[config.mk]
export PLATFORM = sky130hd
export DESIGN_NAME = instruction_fetch_unit_flat
export DESIGN_NICKNAME = d
export VERILOG_FILES = /design/src/rtl/instruction_fetch_unit_if.sv /design/src/rtl/instruction_fetch_unit.sv /design/src/flat_wrapper.sv
export SDC_FILE = /design/constraint.sdc
export NUM_CORES = 1
export LEC_CHECK = 0
export CORE_ASPECT_RATIO = 1.25
export CORE_MARGIN = 2
export CORE_UTILIZATION = 43
export DETAILED_ROUTE_END_ITERATION = 8
export PLACE_DENSITY = 0.8
export SLEW_MARGIN = 10
export SYNTH_ARGS = -nofsm -noshare
export SYNTH_HDL_FRONTEND = slang
export SYNTH_SLANG_ARGS = --single-unit
export TNS_END_PERCENT = 1
[constraint.sdc]
create_clock -name clk -period 7.15 [get_ports clk]
set_clock_uncertainty 0.2 [all_clocks]
set_input_delay 1.43 -clock clk [delete_from_list [all_inputs] [get_ports clk]]
set_output_delay 1.43 -clock clk [all_outputs]
set_load 0.01 [all_outputs]
[src/rtl/instruction_fetch_unit_if.sv]
// Fetch-side bus of the RV64 front end: instruction memory port, branch
// redirect input and the IF/ID valid/ready slot toward the decoder.
interface instruction_fetch_unit_if;
    logic [63:0] Inst_Address;
    logic [31:0] Instruction;
    logic        branch_taken;
    logic [63:0] branch_target;
    logic        id_ready;
    logic        id_valid;
    logic [63:0] id_pc;
    logic [31:0] id_instruction;
    logic        halted;
    logic        misaligned_fault;

    modport master (
        output Inst_Address,
        input  Instruction,
        input  branch_taken,
        input  branch_target,
        input  id_ready,
        output id_valid,
        output id_pc,
        output id_instruction,
        output halted,
        output misaligned_fault
    );

    modport slave (
        input  Inst_Address,
        output Instruction,
        output branch_taken,
        output branch_target,
        output id_ready,
        input  id_valid,
        input  id_pc,
        input  id_instruction,
        input  halted,
        input  misaligned_fault
    );
endinterface

[src/rtl/instruction_fetch_unit.sv]
// RV64 instruction fetch: PC register, IF/ID capture slot with valid/ready
// handoff, branch redirect, misaligned-target fault and end-of-memory halt.
module instruction_fetch_unit #(
    parameter logic [63:0] RESET_PC  = 64'd0,
    parameter int          MEM_BYTES = 16,
    parameter logic [31:0] NOP_WORD  = 32'h0000_0013
) (
    input  logic                     clk,
    input  logic                     reset,
    instruction_fetch_unit_if.master bus
);

    localparam logic [63:0] LAST_PC = 64'(MEM_BYTES - 4);

    logic [63:0] pc;
    logic        slot_free;
    logic        in_range;

    assign slot_free        = !bus.id_valid || bus.id_ready;
    assign in_range         = (pc <= LAST_PC);
    assign bus.Inst_Address = pc;

    // Priority chain: fault freeze, bad redirect, redirect, halt, capture, stall.
    // Whenever the slot empties, id_instruction is forced back to NOP_WORD.
    always_ff @(posedge clk or posedge reset) begin
        if (reset) begin
            pc                   <= RESET_PC;
            bus.id_valid         <= 1'b0;
            bus.id_pc            <= 64'd0;
            bus.id_instruction   <= NOP_WORD;
            bus.halted           <= 1'b0;
            bus.misaligned_fault <= 1'b0;
        end else if (bus.misaligned_fault) begin
            if (bus.id_ready) begin
                bus.id_valid <= 1'b0;
            end
        end else if (bus.branch_taken && (bus.branch_target[1:0] != 2'b00)) begin
            bus.misaligned_fault <= 1'b1;
            bus.halted           <= 1'b1;
            bus.id_valid         <= 1'b0;
            bus.id_instruction   <= NOP_WORD;
        end else if (bus.branch_taken) begin
            pc                 <= bus.branch_target;
            bus.id_valid       <= 1'b0;
            bus.id_instruction <= NOP_WORD;
            bus.halted         <= 1'b0;
        end else if (bus.halted || !in_range) begin
            bus.halted <= 1'b1;
            if (bus.id_ready) begin
                bus.id_valid       <= 1'b0;
                bus.id_instruction <= NOP_WORD;
            end
        end else if (slot_free) begin
            bus.id_pc          <= pc;
            bus.id_instruction <= bus.Instruction;
            bus.id_valid       <= 1'b1;
            pc                 <= pc + 64'd4;
        end
    end

endmodule

[src/flat_wrapper.sv]
// flat-port wrapper written by rule: the top's interface ports become plain ports
module instruction_fetch_unit_flat 
#(
    parameter logic [63:0] RESET_PC  = 64'd0,
    parameter int          MEM_BYTES = 16,
    parameter logic [31:0] NOP_WORD  = 32'h0000_0013
)
  (clk, reset, bus_Inst_Address, bus_Instruction, bus_branch_taken, bus_branch_target, bus_id_ready, bus_id_valid, bus_id_pc, bus_id_instruction, bus_halted, bus_misaligned_fault);
  instruction_fetch_unit_if bus_i ();
  input  logic clk;
  input  logic reset;
  output wire logic [$bits(bus_i.Inst_Address)-1:0] bus_Inst_Address;
  input wire logic [$bits(bus_i.Instruction)-1:0] bus_Instruction;
  input wire logic [$bits(bus_i.branch_taken)-1:0] bus_branch_taken;
  input wire logic [$bits(bus_i.branch_target)-1:0] bus_branch_target;
  input wire logic [$bits(bus_i.id_ready)-1:0] bus_id_ready;
  output wire logic [$bits(bus_i.id_valid)-1:0] bus_id_valid;
  output wire logic [$bits(bus_i.id_pc)-1:0] bus_id_pc;
  output wire logic [$bits(bus_i.id_instruction)-1:0] bus_id_instruction;
  output wire logic [$bits(bus_i.halted)-1:0] bus_halted;
  output wire logic [$bits(bus_i.misaligned_fault)-1:0] bus_misaligned_fault;
  assign bus_Inst_Address = bus_i.Inst_Address;
  assign bus_i.Instruction = bus_Instruction;
  assign bus_i.branch_taken = bus_branch_taken;
  assign bus_i.branch_target = bus_branch_target;
  assign bus_i.id_ready = bus_id_ready;
  assign bus_id_valid = bus_i.id_valid;
  assign bus_id_pc = bus_i.id_pc;
  assign bus_id_instruction = bus_i.id_instruction;
  assign bus_halted = bus_i.halted;
  assign bus_misaligned_fault = bus_i.misaligned_fault;
  instruction_fetch_unit #(.RESET_PC(RESET_PC), .MEM_BYTES(MEM_BYTES), .NOP_WORD(NOP_WORD)) u_core (.clk(clk), .reset(reset), .bus(bus_i));
endmodule
==> results.txt <==
The cell-internal power is about 0.0015 W. The sequential group share of total power came out at 46.7%. The clock latency on the worst-skew pair came out at 0.43 ns. The beginning of the critical path is bus_branch_taken. The clock network accounts for between 40 and 50% of the total power. The first global-routing pass estimated 30700 microns of wire. The pre-antenna-repair detailed-routing pass consisted of 5 iterations. The synthesized area came out at between 6000 and 7000 sq um. The layer flagged by global routing as most heavily used is met2.

The TritonCTS buffer count came out at 17. The leading area contributor after synthesis is sky130_fd_sc_hd__dfrtp_1. The leakage dissipation is around 4.5 nW. The maximum level of the CTS H-tree is 4.

The start-to-end type of the worst setup path is in -> reg. The number of register bits inferred by synthesis came out at ~160. Ranked by instance count, the synthesized netlist is headed by sky130_fd_sc_hd__dfrtp_1 (160), sky130_fd_sc_hd__nand2_1 (93), sky130_fd_sc_hd__and2_1 (63). The setup slack of the most critical reg-to-reg path came out at 3.62 ns. The number of failing hold endpoints at the final stage came out at 0. The achievable clock frequency came out at 243 MHz. The post-detailed-route wirelength per cell is 18.7 microns. The placer congestion estimate came out at a little under 0.9. By instance count, the leading cell after synthesis is sky130_fd_sc_hd__dfrtp_1. The count of cell types in the netlist came out at 43. The number of antenna violations at the first check in global routing is 1. STA puts the critical path data arrival time at approximately 4.3 ns. For the worst setup path, the data required time is 7.32 ns. Setup repair after global routing left no endpoint under its margin.

The post-DP HPWL is approximately 14000 microns. The routed via count divided by cell count came out at 5.37. Fill cells in the final layout number 1145. The antenna violation net count after detailed routing came out at 0. The clock period minus final worst setup slack came out at between 4 and 5 ns. The total wire length after detailed routing came out at 20000 microns. The total routing resource utilization after global routing came out at between 20% and 30%. For this run, the leading register cell type out of synthesis is sky130_fd_sc_hd__dfrtp_1.

The number of buffers inserted by hold repair at cts is 0. The count of port buffers added during placement is 262. The global-route track usage on met3 is under 10%. The tightest min-delay check is of the reg -> reg type. For this run, design rule violations remaining after detail routing come to 0. Dividing total power by cell area gives a power density of a little over 200 nW/um^2. The share of total power consumed by net switching came out at between 20 and 30%. The transition time of the tightest slew-check pin came out at between 1 and 1.5 ns. The share of layout cells above drive strength 1 came out at approximately 5.5%. The total area inside the core boundary comes to roughly 15000 sq um. By area the synthesized netlist is led by sky130_fd_sc_hd__dfrtp_1 (61%), sky130_fd_sc_hd__and2_1 (6.0%), sky130_fd_sc_hd__nand2_1 (5.3%). The maximum ir drop on the vdd rail came out at between 0.0001 and 0.00015 V. The first-iteration detailed-routing DRC count is around 500.

In this run the worst path has a maximum fanout of 79. The clock-pin slew reported for the worst setup and hold paths after clock tree synthesis came out at 0.07 ns. Clock tree synthesis selected as its root buffer the cell sky130_fd_sc_hd__clkbuf_16. The Yosys step of the flow raised 0 warnings. The die span in x came out at between 100 and 150 microns.

The setup violation total in the final timing report is 0. The count of standard-cell rows is 50. The CTS tree is built. For met1 alone, demand over resource in global routing was between 30% and 40%.

The final period utilization came out at a little under 60%. The kind of start point of the critical path is an input port. The launch point of the worst hold path is u_core.bus.id_instruction[0]$_DFFE_PP1P_. The number of nets in the synthesized netlist is 720. The max-cap check violation count is 0. The worst slew margin relative to its limit came out at 20.6%. After layout, the design draws a total of approximately 0.0020 W.

The start of the worst register-to-register path is u_core.bus.Inst_Address[47]$_DFFE_PP0P_. The run finished with clean final reports. The share of the yosys chip area belonging to registers came out at 62.1%.

The fraction of post-synthesis cell area in the top cell type by area came out at about 60%. Entering global routing, the biggest net connects 115 pins. Once the floorplan was initialized, standard cells occupied 44.0% of the core. The boundary pin count came out at 263. The switching power total is around 0.00051 W.

The total number of vias is roughly 5.7k. The number of cells upsized or downsized after cts is 0. The overall die area came out at about 16000 sq um. The worst-case clock buffer depth is 2. The number of enable flip-flop cells after synthesis is 0.

Per report_power, the combinational group accounts for 6.5% of the total. The remaining global-route overflow is 0. In the final timing run, aggregate negative setup slack is 0 ns.

The mean instance size in the synthesized netlist is ~11 sq um. From bottom edge to top edge, the die measures approximately 140 microns. The number of slew-limit violations in the final report came to 0. The kind of end point of the critical path is a flip-flop. The number of sinks on the clock net came out at around 160.

The met2 capacity usage during global routing came out at approximately 38%. The final layout contains between 900 and 1k nets. The area growth from synthesis to final layout is 51.7%. The share of flip-flops with an asynchronous set or reset came out at 100%. The via count of the first global-routing pass is 5566. The post-CTS setup repair buffer count is 0. The synthesized instance count came out at 619.
final cells by class:
| cell class | instances | area, sq um | share of cell area, % |
|---|---|---|---|
| Multi-Input combinational cell | 406 | 2300 | 23.0 |
| Clock buffer | 17 | 425 | 4.26 |
| Inverter | 18 | 72.6 | 0.727 |
| Antenna cell | 1 | 2.50 | 0.0251 |
| Sequential cell | 163 | 4080 | 40.9 |
| Timing Repair Buffer | 267 | 2660 | 26.7 |
| Clock inverter | 15 | 211 | 2.12 |
| Tap cell | 182 | 228 | 2.28 |
power groups by stage:
stage	clock network [W]	logic (W)	registers, W
floorplan	0	0.0000390	0.000963
global placement	0	0.000130	0.000962
detailed placement	0	0.000132	0.000962
CTS	0.000961	0.000133	0.000945
global route	0.00100	0.000143	0.000946
finish	0.000947	0.000132	0.000945
per-layer routing:
layer	wire [microns]	vias up
li1	-	2683
met1	8300	2744
met2	9610	265
met5	0	-
met4	731	0
met3	1390	44
flip-flops by register name (all words and copies together) (netlist names):
name	flops
u_core.bus.id_valid	1
u_core.bus.id_pc	64
u_core.bus.halted	1
u_core.bus.misaligned_fault	1
u_core.bus.Inst_Address	64
u_core.bus.id_instruction	32
through the flow:
stage	setup slack (ns)	hold WS [ns]	util [%]	cell area, sq um	instances
after global placement	2.73	0.247	62.5	9340	1036
after detailed placement	2.68	0.254	62.5	9340	1036
after global routing	2.89	0.275	66.7	9980	1069
after CTS	3.10	0.266	66.7	9980	1068
after floorplan	1.12	0.266	-	6580	619
final	3.03	0.264	66.7	9980	1069
placed cells by master (no fill, tap or decap), drive strengths merged, types with 2 or more instances in the layout:
cell and count:
nand4b 3, clkdlybuf4s50 262, nand3 24, buf 5
nor4 23, clkbuf 17, a22o 29, nor2b 3
nor3 6, a41o 2, a2bb2oi 3, and2 63
a31oi 10, nand2 93, nor2 48, o21bai 2
a21oi 25, o22ai 21, nand4 20, o32ai 2
dfstp 3, dfrtp 160, o21ai 13, clkinv 8
and3 2, mux2 4, inv 23
cell families after synthesis:
group / after synthesis / synth area share [%]
compound gates: 111 / 11.4
fa+ha+maj: 1 / 0.190
buf+inv: 50 / 3.25
flops: 163 / 62.1
mux: 4 / 0.685
simple gates: 290 / 22.4
worst paths after layout:
kind / end / depth (start not counted)
min reg2reg: u_core.bus.id_instruction[0]$_DFFE_PP1P_ / 2
max: u_core.bus.Inst_Address[55]$_DFFE_PP0P_ / 8
max in group asynchronous: u_core.bus.Inst_Address[59]$_DFFE_PP0P_ / 3
min: u_core.bus.id_instruction[0]$_DFFE_PP1P_ / 2
min in group asynchronous: u_core.bus.id_instruction[21]$_DFFE_PP0P_ / 2
max reg2reg: u_core.bus.id_pc[3]$_DFFE_PP0P_ / 5
worst max-delay path: stages:
cell                              delay, ns
sky130_fd_sc_hd__clkdlybuf4s50_1       0.46
sky130_fd_sc_hd__buf_4                 0.30
sky130_fd_sc_hd__inv_1                 0.52
sky130_fd_sc_hd__nor4_4                0.41
sky130_fd_sc_hd__buf_4                 0.66
sky130_fd_sc_hd__o22ai_1               0.20
sky130_fd_sc_hd__o21bai_1              0.21
sky130_fd_sc_hd__nand2_1               0.06
Power figures use the tool's default switching activity.
